<file path="src/rtl/alu_seq_ctrl.sv">
// alu_seq_ctrl: button-driven load/execute/capture sequencer for the 4-bit ALU.
// Synchronises, optionally debounces and edge-detects four push buttons,
// freezes operands/opcode per operation, and registers the ALU result/flags.
//
// Optional feature macro: ALU_SEQ_DEBOUNCE_EN
//   defined   -> per-button debounce counters (DB_CYCLES stable cycles, CNT_W bits)
//   undefined -> pulses come straight from the synchronised button level
//
// Ports:
//   CLK, RST        clock, asynchronous active-high reset
//   btn_exec        raw button, start an operation
//   btn_clear       raw button, return to operand display
//   btn_mset        raw button, set M
//   btn_mclr        raw button, clear M
//   Num1_in[3:0]    operand A switches
//   Num2_in[3:0]    operand B switches
//   Control_in[7:0] opcode switches (bit 7 = signed)
//   alu_result[3:0] ALU result
//   alu_flags[3:0]  ALU flags {SF, ZF, CF, OF}
//   alu_num1[3:0]   operand A to ALU (live in IDLE, latched otherwise)
//   alu_num2[3:0]   operand B to ALU (live in IDLE, latched otherwise)
//   alu_ctrl[7:0]   opcode to ALU  (live in IDLE, latched otherwise)
//   M               ALU mode bit
//   isResult        display select, 1 in SHOW
//   busy            operation in flight (LOAD/EXEC/CAPTURE)
//   result_reg[3:0] captured result
//   flags_reg[3:0]  captured flags
//   op_count[7:0]   completed operations, saturating at 255

module alu_seq_ctrl #(
    parameter int DB_CYCLES = 100000,
    parameter int CNT_W     = 17
) (
    input  logic       CLK,
    input  logic       RST,
    input  logic       btn_exec,
    input  logic       btn_clear,
    input  logic       btn_mset,
    input  logic       btn_mclr,
    input  logic [3:0] Num1_in,
    input  logic [3:0] Num2_in,
    input  logic [7:0] Control_in,
    input  logic [3:0] alu_result,
    input  logic [3:0] alu_flags,
    output logic [3:0] alu_num1,
    output logic [3:0] alu_num2,
    output logic [7:0] alu_ctrl,
    output logic       M,
    output logic       isResult,
    output logic       busy,
    output logic [3:0] result_reg,
    output logic [3:0] flags_reg,
    output logic [7:0] op_count
);

    // Configuration sanity: the counter must be able to reach DB_CYCLES-1.
    if (DB_CYCLES < 1 || (2 ** CNT_W) <= DB_CYCLES) begin : g_bad_cfg
        $error("alu_seq_ctrl: need DB_CYCLES >= 1 and 2**CNT_W > DB_CYCLES");
    end

    typedef enum logic [2:0] {
        S_IDLE = 3'd0,
        S_LOAD = 3'd1,
        S_EXEC = 3'd2,
        S_CAPT = 3'd3,
        S_SHOW = 3'd4
    } state_t;

    // Button bit order used throughout: {mclr, mset, clear, exec}
    localparam int B_EXEC  = 0;
    localparam int B_CLEAR = 1;
    localparam int B_MSET  = 2;
    localparam int B_MCLR  = 3;

    logic [3:0] w_btn_raw;
    logic [3:0] r_sync1;
    logic [3:0] r_sync2;
    logic [3:0] w_level;
    logic [3:0] r_prev;
    logic [3:0] w_pulse;

    logic w_p_exec;
    logic w_p_clear;
    logic w_p_mset;
    logic w_p_mclr;

    state_t r_state;
    state_t w_state_nxt;

    logic       w_busy;
    logic       w_show;
    logic       w_latch;
    logic [3:0] r_num1;
    logic [3:0] r_num2;
    logic [7:0] r_ctrl;
    logic       r_m;
    logic [3:0] r_result;
    logic [3:0] r_flags;
    logic [7:0] r_op_count;

    //------------------------------------------------------------------
    // Button conditioning
    //------------------------------------------------------------------
    assign w_btn_raw = {btn_mclr, btn_mset, btn_clear, btn_exec};

    always_ff @(posedge CLK or posedge RST) begin
        if (RST) begin
            r_sync1 <= '0;
            r_sync2 <= '0;
        end else begin
            r_sync1 <= w_btn_raw;
            r_sync2 <= r_sync1;
        end
    end

`ifdef ALU_SEQ_DEBOUNCE_EN
    logic [CNT_W-1:0] r_cnt [4];
    logic [3:0]       r_level;

    localparam logic [CNT_W-1:0] CNT_LAST = CNT_W'(DB_CYCLES - 1);

    // Counter runs only while the synchronised input disagrees with the
    // debounced level; any agreement restarts the stability window.
    always_ff @(posedge CLK or posedge RST) begin
        if (RST) begin
            r_level <= '0;
            for (int i = 0; i < 4; i++) begin
                r_cnt[i] <= '0;
            end
        end else begin
            for (int i = 0; i < 4; i++) begin
                if (r_sync2[i] == r_level[i]) begin
                    r_cnt[i] <= '0;
                end else if (r_cnt[i] == CNT_LAST) begin
                    r_level[i] <= ~r_level[i];
                    r_cnt[i]   <= '0;
                end else begin
                    r_cnt[i] <= r_cnt[i] + 1'b1;
                end
            end
        end
    end

    assign w_level = r_level;
`else
    assign w_level = r_sync2;
`endif

    always_ff @(posedge CLK or posedge RST) begin
        if (RST) begin
            r_prev <= '0;
        end else begin
            r_prev <= w_level;
        end
    end

    assign w_pulse   = w_level & ~r_prev;
    assign w_p_exec  = w_pulse[B_EXEC];
    assign w_p_clear = w_pulse[B_CLEAR];
    assign w_p_mset  = w_pulse[B_MSET];
    assign w_p_mclr  = w_pulse[B_MCLR];

    //------------------------------------------------------------------
    // Sequencer FSM
    //------------------------------------------------------------------
    always_ff @(posedge CLK or posedge RST) begin
        if (RST) begin
            r_state <= S_IDLE;
        end else begin
            r_state <= w_state_nxt;
        end
    end

    always_comb begin
        w_state_nxt = r_state;
        unique case (r_state)
            S_IDLE: begin
                if (w_p_exec) begin
                    w_state_nxt = S_LOAD;
                end
            end
            S_LOAD: w_state_nxt = S_EXEC;
            S_EXEC: w_state_nxt = S_CAPT;
            S_CAPT: w_state_nxt = S_SHOW;
            S_SHOW: begin
                // clear has priority over a simultaneous exec
                if (w_p_clear) begin
                    w_state_nxt = S_IDLE;
                end else if (w_p_exec) begin
                    w_state_nxt = S_LOAD;
                end
            end
            default: w_state_nxt = S_IDLE;
        endcase
    end

    always_comb begin
        w_busy   = 1'b0;
        w_show   = 1'b0;
        alu_num1 = r_num1;
        alu_num2 = r_num2;
        alu_ctrl = r_ctrl;
        unique case (r_state)
            S_IDLE: begin
                alu_num1 = Num1_in;
                alu_num2 = Num2_in;
                alu_ctrl = Control_in;
            end
            S_LOAD:  w_busy = 1'b1;
            S_EXEC:  w_busy = 1'b1;
            S_CAPT:  w_busy = 1'b1;
            S_SHOW:  w_show = 1'b1;
            default: begin
                w_busy = 1'b0;
                w_show = 1'b0;
            end
        endcase
    end

    //------------------------------------------------------------------
    // Datapath registers
    //------------------------------------------------------------------
    // Operands are frozen on the edge that enters LOAD, so the ALU already
    // sees the latched values throughout LOAD.
    assign w_latch = (w_state_nxt == S_LOAD);

    always_ff @(posedge CLK or posedge RST) begin
        if (RST) begin
            r_num1 <= '0;
            r_num2 <= '0;
            r_ctrl <= '0;
        end else if (w_latch) begin
            r_num1 <= Num1_in;
            r_num2 <= Num2_in;
            r_ctrl <= Control_in;
        end
    end

    always_ff @(posedge CLK or posedge RST) begin
        if (RST) begin
            r_result   <= '0;
            r_flags    <= '0;
            r_op_count <= '0;
        end else if (r_state == S_CAPT) begin
            r_result <= alu_result;
            r_flags  <= alu_flags;
            if (r_op_count != 8'hFF) begin
                r_op_count <= r_op_count + 8'd1;
            end
        end
    end

    // Mode changes are ignored while an operation is in flight; set wins.
    always_ff @(posedge CLK or posedge RST) begin
        if (RST) begin
            r_m <= 1'b0;
        end else if (!w_busy) begin
            if (w_p_mset) begin
                r_m <= 1'b1;
            end else if (w_p_mclr) begin
                r_m <= 1'b0;
            end
        end
    end

    assign M          = r_m;
    assign isResult   = w_show;
    assign busy       = w_busy;
    assign result_reg = r_result;
    assign flags_reg  = r_flags;
    assign op_count   = r_op_count;

endmodule

</file>
<file path="config.mk">
export PLATFORM = sky130hd
export DESIGN_NAME = alu_seq_ctrl
export DESIGN_NICKNAME = d
export VERILOG_FILES = /design/src/rtl/alu_seq_ctrl.sv
export SDC_FILE = /design/constraint.sdc
export NUM_CORES = 1
export LEC_CHECK = 0
export CORE_ASPECT_RATIO = 0.75
export CORE_MARGIN = 4
export CORE_UTILIZATION = 46
export CTS_CLUSTER_DIAMETER = 120
export DETAILED_ROUTE_END_ITERATION = 10
export GPL_TIMING_DRIVEN = 0
export PLACE_DENSITY = 0.79
export SLEW_MARGIN = 20
export SYNTH_ARGS = -nofsm -noshare
export SYNTH_HDL_FRONTEND = slang
export SYNTH_SLANG_ARGS = --single-unit
export TNS_END_PERCENT = 100
</file>
<file path="constraint.sdc">
create_clock -name CLK -period 2.1 [get_ports CLK]
set_input_delay 0.42 -clock CLK [delete_from_list [all_inputs] [get_ports CLK]]
set_output_delay 0.42 -clock CLK [all_outputs]
set_load 0.03 [all_outputs]
</file>
[Yosys cells after proc, flatten, opt, wreduce, memory -nomap -nowiden]
Cells that the tools add are included.
Storage, ports and cells
  register bits: 48
  bits of input ports: 30
  output and inout port bits: 35
  logic and storage cells: 36
Operators by class
  add/sub/neg operators: 1
  equal/unequal tests: 6
  mux-type cells: 10
  bitwise operators: 3
  reductions and logical operators: 5
Operator list (number)
  3-bit one-hot mux with 5 select lines: 1
  8-bit by 1-bit adder with 8-bit output, second input constant: 1
  4-bit two-way mux: 2
  8-bit two-way mux: 1
  8-bit inequality test, second input constant: 1
  3-bit by 1-bit equality test with 1-bit output, second input constant: 2
  3-bit by 2-bit equality test with 1-bit output, second input constant: 2
  3-bit two-way mux: 2
  4-bit AND: 1
  1-bit two-way mux: 4
  4-bit inverter: 1
  2-bit AND reduction: 2
  3-bit equality test, second input constant: 1
  3-bit logical NOT: 1
  3-bit OR reduction: 1
  2-bit nonzero test: 1
  1-bit inverter: 1

[Longest topological paths before layout]
Gate-level depths: netlist of run 1.
  depth after elaboration: 6
  depth in mapped cells: 5
  mapped depth without buffers: 4

[Least setup slack after synthesis of run 1]
No wires, ideal clock.
  path type: register to output
  start point: reg r_state[1]
  end point: out alu_ctrl[3]
  arrival: 1.387 ns
  required time: 1.680 ns
  setup slack: 0.293 ns
  stages on the path, launching flop included: 5
  path buffers: 2
  cells stage by stage: dfrtp_1 -> buf_6 -> nor3_4 -> buf_6 -> mux2_2
On the way
  longest elaborated chain between the ends: 2
Ends and longest elaborated chain
  start, declared: RTL line 87  | state_t r_state;
  start signal, assigned: RTL line 170  | r_state <= w_state_nxt;
  3-bit logical NOT: RTL line 203  | unique case (r_state)
  8-bit two-way mux: RTL line 203
  end, declared: RTL line 47  | output logic [7:0] alu_ctrl,
No other way between the ends.

[Worst setup path after layout of run 1]
  start point: reg r_state[0]
  end point: out alu_num2[3]
On the way
  longest elaborated chain between the ends: 2
Ends and longest elaborated chain
  3-bit logical NOT: RTL line 203
  4-bit two-way mux: RTL line 203
  end, declared: RTL line 46  | output logic [3:0] alu_num2,
No other way between the ends.

==> results of run 1 <==
-- what timing repair did --
| action | 4_1_cts | 5_1_grt |
|---|---|---|
| gates resized for setup | 131 | 7 |
| pin swaps | 1 | 1 |
| setup buffers | 2 | 1 |
| cloned | 1 | 0 |
| endpoints found under the setup margin | 18 | 17 |
-- through the flow --
step | std cells | setup TNS [ps] | setup WS, ps | hold slack (ps) | utilization (%)
floorplan | 161 | 0 | 293 | 331 | -
finish | 295 | -33.2 | -8.80 | 353 | 69.1
detailed placement | 283 | -4670 | -375 | 335 | 63.9
global route | 295 | -920 | -67.6 | 364 | 69.1
global placement | 282 | -23600 | -397 | 334 | 63.5
CTS | 294 | -487 | -55.9 | 356 | 68.6
-- path summary, 6_finish.rpt --
check	start	endpoint	cells after the start
worst max-delay path	r_state[0]	alu_num2[3]	5
worst min-delay path	r_sync1[3]	r_sync2[3]	0
worst max register to register	op_count[0]	op_count[1]	4
worst min register to register	r_sync1[3]	r_sync2[3]	0
max in group asynchronous	RST	r_state[2]	3
min in group asynchronous	RST	r_ctrl[3]	2
-- cells in the mapped netlist, drive strengths merged, types with 2 or more instances --
| cell | count |
|---|---|
| nor4 | 2 |
| inv | 5 |
| nor2 | 4 |
| nand2 | 28 |
| nor3 | 2 |
| mux2 | 36 |
| a21o | 2 |
| nand4 | 3 |
| a21oi | 3 |
| buf | 6 |
| dfrtp | 48 |
| xnor2 | 2 |
| nand3 | 3 |
| nand3b | 3 |
-- area by class of cell --
cell class | count | area [um^2] | share of cell area [%]
clock buffers | 5 | 68.8 | 2.24
plain buffers | 6 | 61.3 | 2.00
well taps | 57 | 71.3 | 2.32
flip-flops and latches | 48 | 1200 | 39.2
repair buffers | 69 | 712 | 23.2
inverters | 5 | 18.8 | 0.611
multi-input cells | 102 | 892 | 29.1
clock inverters | 3 | 42.5 | 1.39
-- logic make-up after synthesis --
logic type      count (synthesis)
buf+inv                        11
mux                            37
simple gates                   52
xor+xnor                        3
compound gates                  9
fa+ha+maj                       1
flops                          48
-- power groups by stage --
stage               clock network [mW]  registers (mW)  logic (mW)
CTS                              0.663            1.47        3.09
global placement                     0            1.46        2.74
detailed placement                   0            1.48        2.78
global route                     0.707            1.53        3.28
finish                           0.645            1.48        3.12
floorplan                            0            1.69        1.57
-- layer usage --
metal	track usage, %	share of wire, %	up-vias
met4	4.15	0.57	0
met5	0	0	-
li1	-	-	702
met3	3.96	4.8	2
met1	21.8	47	711
met2	23.8	48	30
==> flow_metrics.py, run 1 <==
metrics = {
    "synth": {
        "synthXorXnorAreaFrac_pct": 1.25,
        "yosysWarnings": 0,
        "async_flop_share_pct": 100,
        "synth_compound_area_share_pct": 3.03,
        "netlist_area_um2": 2110,
        "synth.area.top_cells": "dfrtp_1 (57%), mux2_2 (19%), nand2_1 (5.0%)",
        "synth_top_family_by_area": "multiplexers",
        "synth_seq_area_share_pct": 57.0,
        "ys_ff_latch": 48,
        "yosys.area.top_type_share_pct": 57.0,
        "synth_area_leader_cell": "dfrtp_1",
        "synth-adder-area-share_pct": 0.594,
        "synth.avg_cell_area_um2": 13.1,
        "synth_fp_nets": 192,
        "yosys.area_share.simple_pct": 14.7,
        "synth_flop_cell": "dfrtp_1",
        "synth_edf_count": 0,
        "syn-instance-count": 161,
        "netlist-cell-type-count": 36,
        "muxShareOfSynthArea_pct": 19.7,
    },
    "setup_path": {
        "path_class": "reg -> out",
        "critPathTopFamily": "buffers and inverters",
        "path_cells": "buf_6 -> nor3_4 -> buf_6 -> mux2_4 -> buf_6",
        "cp_slowest_cell": "dfrtp_1",
        "cp_num_buf_inv": 3,
        "cp-end-kind": "primary output",
        "cpMostUsedCell": "buf_6",
        "path_max_fanout": 6,
        "cp-start-kind": "flop",
        "arrival_ps": 1690,
        "regToRegSetupSlack_ps": 440,
        "cp.required_ps": 1680,
        "critical_path.max_stage_delay_ps": 380,
    },
    "power": {
        "switching_share_pct": 39.6,
        "power_mw": 5.24,
        "intPower_mw": 3.16,
        "power_density_nw_per_um2": 1710,
        "netSwitchingPower_mw": 2.08,
        "seqPwrFrac_pct": 28.2,
        "ir_drop_uv": 1070,
        "clockPowerShare_pct": 12.3,
        "p_leak_nw": 1.41,
        "comb_power_share_pct": 59.5,
    },
    "placed_design": {
        "place_congestion": 0.796,
        "portBuffers": 64,
        "dp_hpwl_mm": 3.02,
        "post_dp_cell_area_um2": 2840,
    },
    "sta": {
        "finalCritPeriodShare_pct": 100,
        "timing.final.ws_setup_ps": -8.80,
        "finalSetupViolations": 6,
        "slew_headroom_pct": 68.7,
        "drv_slew": 0,
        "rsz0062_at_grt": "yes",
        "finClkSkew_ps": 9.22,
        "tightest_slew_ps": 469,
        "fin_crit_ps": 2110,
        "hold_viol_final": 0,
        "max_freq_mhz": 474,
    },
    "routing": {
        "wire_per_inst_um": 14.4,
        "dr.first_iter.drc_count": 50,
        "post_drt_via_cell_ratio": 4.90,
        "drc": 0,
        "final_antenna_net_count": 0,
        "drtPass1Iterations": 4,
        "routed-via-count": 1445,
        "wl_mm": 4.25,
    },
    "finish": {
        "syn2layout_area_growth_pct": 45.8,
        "antenna_cells": 0,
        "final_cell_mix": "dfrtp_1 (47), clkdlybuf4s50_1 (46), nand2_1 (28)",
        "mostFrequentLayoutCell": "dfrtp_1",
        "final_cell_area_um2": 3070,
        "drive_above_1_share_pct": 34.9,
        "num-nets-final": 268,
        "nFillCells": 336,
    },
    "clock_network": {
        "htreeDepth": 2,
        "clk_latency_ps": 300,
        "clk_pin_slew_ps": 80,
        "cts_buffer_depth": 2,
        "hold_buffers": 0,
        "cts_buffers": 5,
        "cts_num_sinks": 48,
        "cts_tree": "built",
        "cts-root-buf": "clkbuf_8",
    },
    "floorplanning": {
        "rows": 21,
        "fp.coreArea_um2": 4440,
        "fp.dieH_um": 66.6,
        "die_area_um2": 5740,
        "die_w_um": 86.1,
        "pin_count": 65,
        "initial_core_util_pct": 47.4,
    },
    "outcome": {
        "failed_checks": "negative setup slack",
        "status": "finished, violations left",
    },
    "grt": {
        "grt.total_usage_pct": 15.5,
        "antenna_found_initial": 0,
        "grt-ovfl-total": 0,
        "grt_start_max_net_pins": 28,
        "grt_pass1_vias": 1439,
        "grt_pass1_wl_mm": 6.91,
    },
    "min_path": {
        "hp-class": "reg -> reg",
    },
    "run": {
        "maxCapViolCount": 0,
    },
}
Power figures use the tool's default switching activity.
==> inputs of run 2 (changes only) <==
CORE_ASPECT_RATIO = 1.4   (was 0.75)
==> run 2 against run 1 <==
The flow still finishes with violations (negative setup slack). Critical path depth stayed put. Total power grew 1.7%. Non-clock buffer count grew 2. Combinational power about the same. Register-to-register slack worse by 20 ps. Via count up 2.6%. Setup slack got worse by 37 ps. Utilization grew 2.2 points. Sequential cell count stayed put. Worst hold slack better by 0.95 ps. Maximum frequency decreased by 1.7%. Die area about the same. Critical path type unchanged.
==> flow_metrics.py, run 2 (synthesis gave the netlist of run 1 again) <==
metrics = {
    "outcome": {
        "failed_checks": "negative setup slack",
        "status": "finished, violations left",
    },
    "clock_network": {
        "cts-root-buf": "clkbuf_8",
        "clk_latency_ps": 300,
        "cts_tree": "built",
        "cts_buffer_depth": 2,
        "hold_buffers": 0,
        "cts_buffers": 5,
        "htreeDepth": 2,
        "cts_num_sinks": 48,
        "clk_pin_slew_ps": 80,
    },
    "setup_path": {
        "cp-start-kind": "flop",
        "cp-end-kind": "primary output",
        "path_class": "reg -> out",
        "arrival_ps": 1730,
        "rr_worst_depth": 4,
        "path_max_fanout": 6,
        "cp.required_ps": 1680,
    },
    "power": {
        "clockPowerShare_pct": 13.4,
        "switching_share_pct": 39.1,
        "power_density_nw_per_um2": 1720,
        "p_leak_nw": 1.43,
        "comb_power_share_pct": 58.9,
        "seqPwrFrac_pct": 27.8,
        "netSwitchingPower_mw": 2.08,
        "intPower_mw": 3.25,
        "ir_drop_uv": 1110,
    },
    "grt": {
        "grt_pass1_vias": 1586,
        "grt_pass1_wl_mm": 7.12,
        "grt_start_max_net_pins": 27,
        "grt.total_usage_pct": 16.0,
        "grtUsageMet3_pct": 6.03,
        "met1_usage_pct": 19.1,
        "grt-ovfl-total": 0,
        "top_usage_layer": "met2",
        "use_met2_pct": 27.5,
        "antenna_found_initial": 0,
    },
    "floorplanning": {
        "fp.coreArea_um2": 4340,
        "die_w_um": 65.2,
        "die_area_um2": 5740,
        "fp.dieH_um": 88.1,
        "rows": 28,
        "initial_core_util_pct": 48.5,
        "pin_count": 65,
    },
    "routing": {
        "drc": 0,
        "wire_per_inst_um": 14.6,
        "drtPass1Iterations": 4,
        "post_drt_via_cell_ratio": 4.94,
        "wl_mm": 4.38,
        "final_antenna_net_count": 0,
        "routed-via-count": 1483,
        "dr.first_iter.drc_count": 117,
    },
    "sta": {
        "tightest_slew_ps": 491,
        "timing.final.ws_setup_ps": -46.1,
        "fin_crit_ps": 2150,
        "max_freq_mhz": 466,
        "hold_viol_final": 0,
        "finClkSkew_ps": 4.87,
        "finalSetupViolations": 16,
        "slew_headroom_pct": 67.2,
        "rsz0062_at_grt": "yes",
        "finalCritPeriodShare_pct": 102,
        "drv_slew": 0,
    },
    "placed_design": {
        "place_congestion": 0.772,
        "dp_hpwl_mm": 3.05,
        "post_dp_cell_area_um2": 2840,
        "placed_cells_incl_taps": 286,
        "portBuffers": 64,
    },
    "finish": {
        "mostFrequentLayoutCell": "dfrtp_1",
        "fin_cells": 300,
        "drive_above_1_share_pct": 35.0,
        "antenna_cells": 0,
        "final_cell_mix": "dfrtp_1 (47), clkdlybuf4s50_1 (46), nand2_1 (28)",
        "syn2layout_area_growth_pct": 47.2,
        "final_cell_area_um2": 3100,
        "num-nets-final": 270,
        "final_util_pct": 71.3,
    },
    "min_path": {
        "hold-path-cell-count": 0,
        "hp-class": "reg -> reg",
    },
    "run": {
        "maxCapViolCount": 0,
    },
}
## run 2: changes by cell type in the layout (fill, tap and decap cells not counted)
cell and delta:
buf_4 +2, clkbuf_8 +2, clkinv_2 -1, clkinvlp_4 -1, o21bai_1 +1, o21bai_2 -1
## run 2: worst paths after layout
path	from	endpoint	slack [ps]
max in group asynchronous	RST	r_num2[1]	1130
min in group asynchronous	RST	r_prev[0]	460
min	r_sync1[2]	r_sync2[2]	350
max reg2reg	op_count[0]	op_count[1]	420
min reg2reg	r_sync1[2]	r_sync2[2]	350
max	r_state[0]	alu_ctrl[0]	-50
## run 2: per-layer routing
| layer | wire length, um | share of wire [%] |
|---|---|---|
| met5 | 0 | 0 |
| met4 | 49 | 1.1 |
| met3 | 330 | 7.5 |
| met2 | 2300 | 52 |
| met1 | 1710 | 39 |
## run 2: stage by stage
stage          power (mW)  setup TNS, ps  hold WS (ps)  worst slack (ps)
2_1_floorplan        3.26              0           331               293
3_3_place_gp         4.20         -23000           331              -388
3_5_place_dp         4.24          -4250           339              -341
4_1_cts              5.26           -700           355             -67.7
5_1_grt              5.63          -1750           366              -118
6_report             5.33           -614           354             -46.1
## run 2: critical path: stages, from the launching register on
cell and delay [ps]:
dfrtp_1 380, buf_6 130, nor3_4 280, buf_6 190, mux2_4 310, buf_6 140
## run 2: area by class of cell
| cell class | instances | area (um^2) |
|---|---|---|
| buffer | 6 | 61.3 |
| clock buffer | 7 | 96.3 |
| clock inverter | 1 | 30.0 |
| fill | 324 | 1240 |
| inverter | 5 | 18.8 |
| multi-input combinational | 102 | 888 |
| sequential | 48 | 1200 |
| tap | 60 | 75.1 |
| timing repair buffer | 71 | 727 |
## run 2: what timing repair did
action,4_1_cts,5_1_grt
gates cloned,1,0
resized for setup,128,9
setup buffers,2,3
endpoints found under the setup margin,18,17
pin swaps,1,1
## run 2: power groups by stage
stage	logic, mW	registers, mW	clock network, mW
5_1_grt	3.32	1.53	0.783
3_5_place_dp	2.76	1.48	0
4_1_cts	3.05	1.47	0.740
6_report	3.14	1.48	0.712
3_3_place_gp	2.73	1.47	0
2_1_floorplan	1.57	1.69	0
==> inputs of run 3 (changes only) <==
CAP_MARGIN = 5   (was unset)
==> results of run 3 <==
The final DEF is identical to that of run 2; final timing and power are the same.
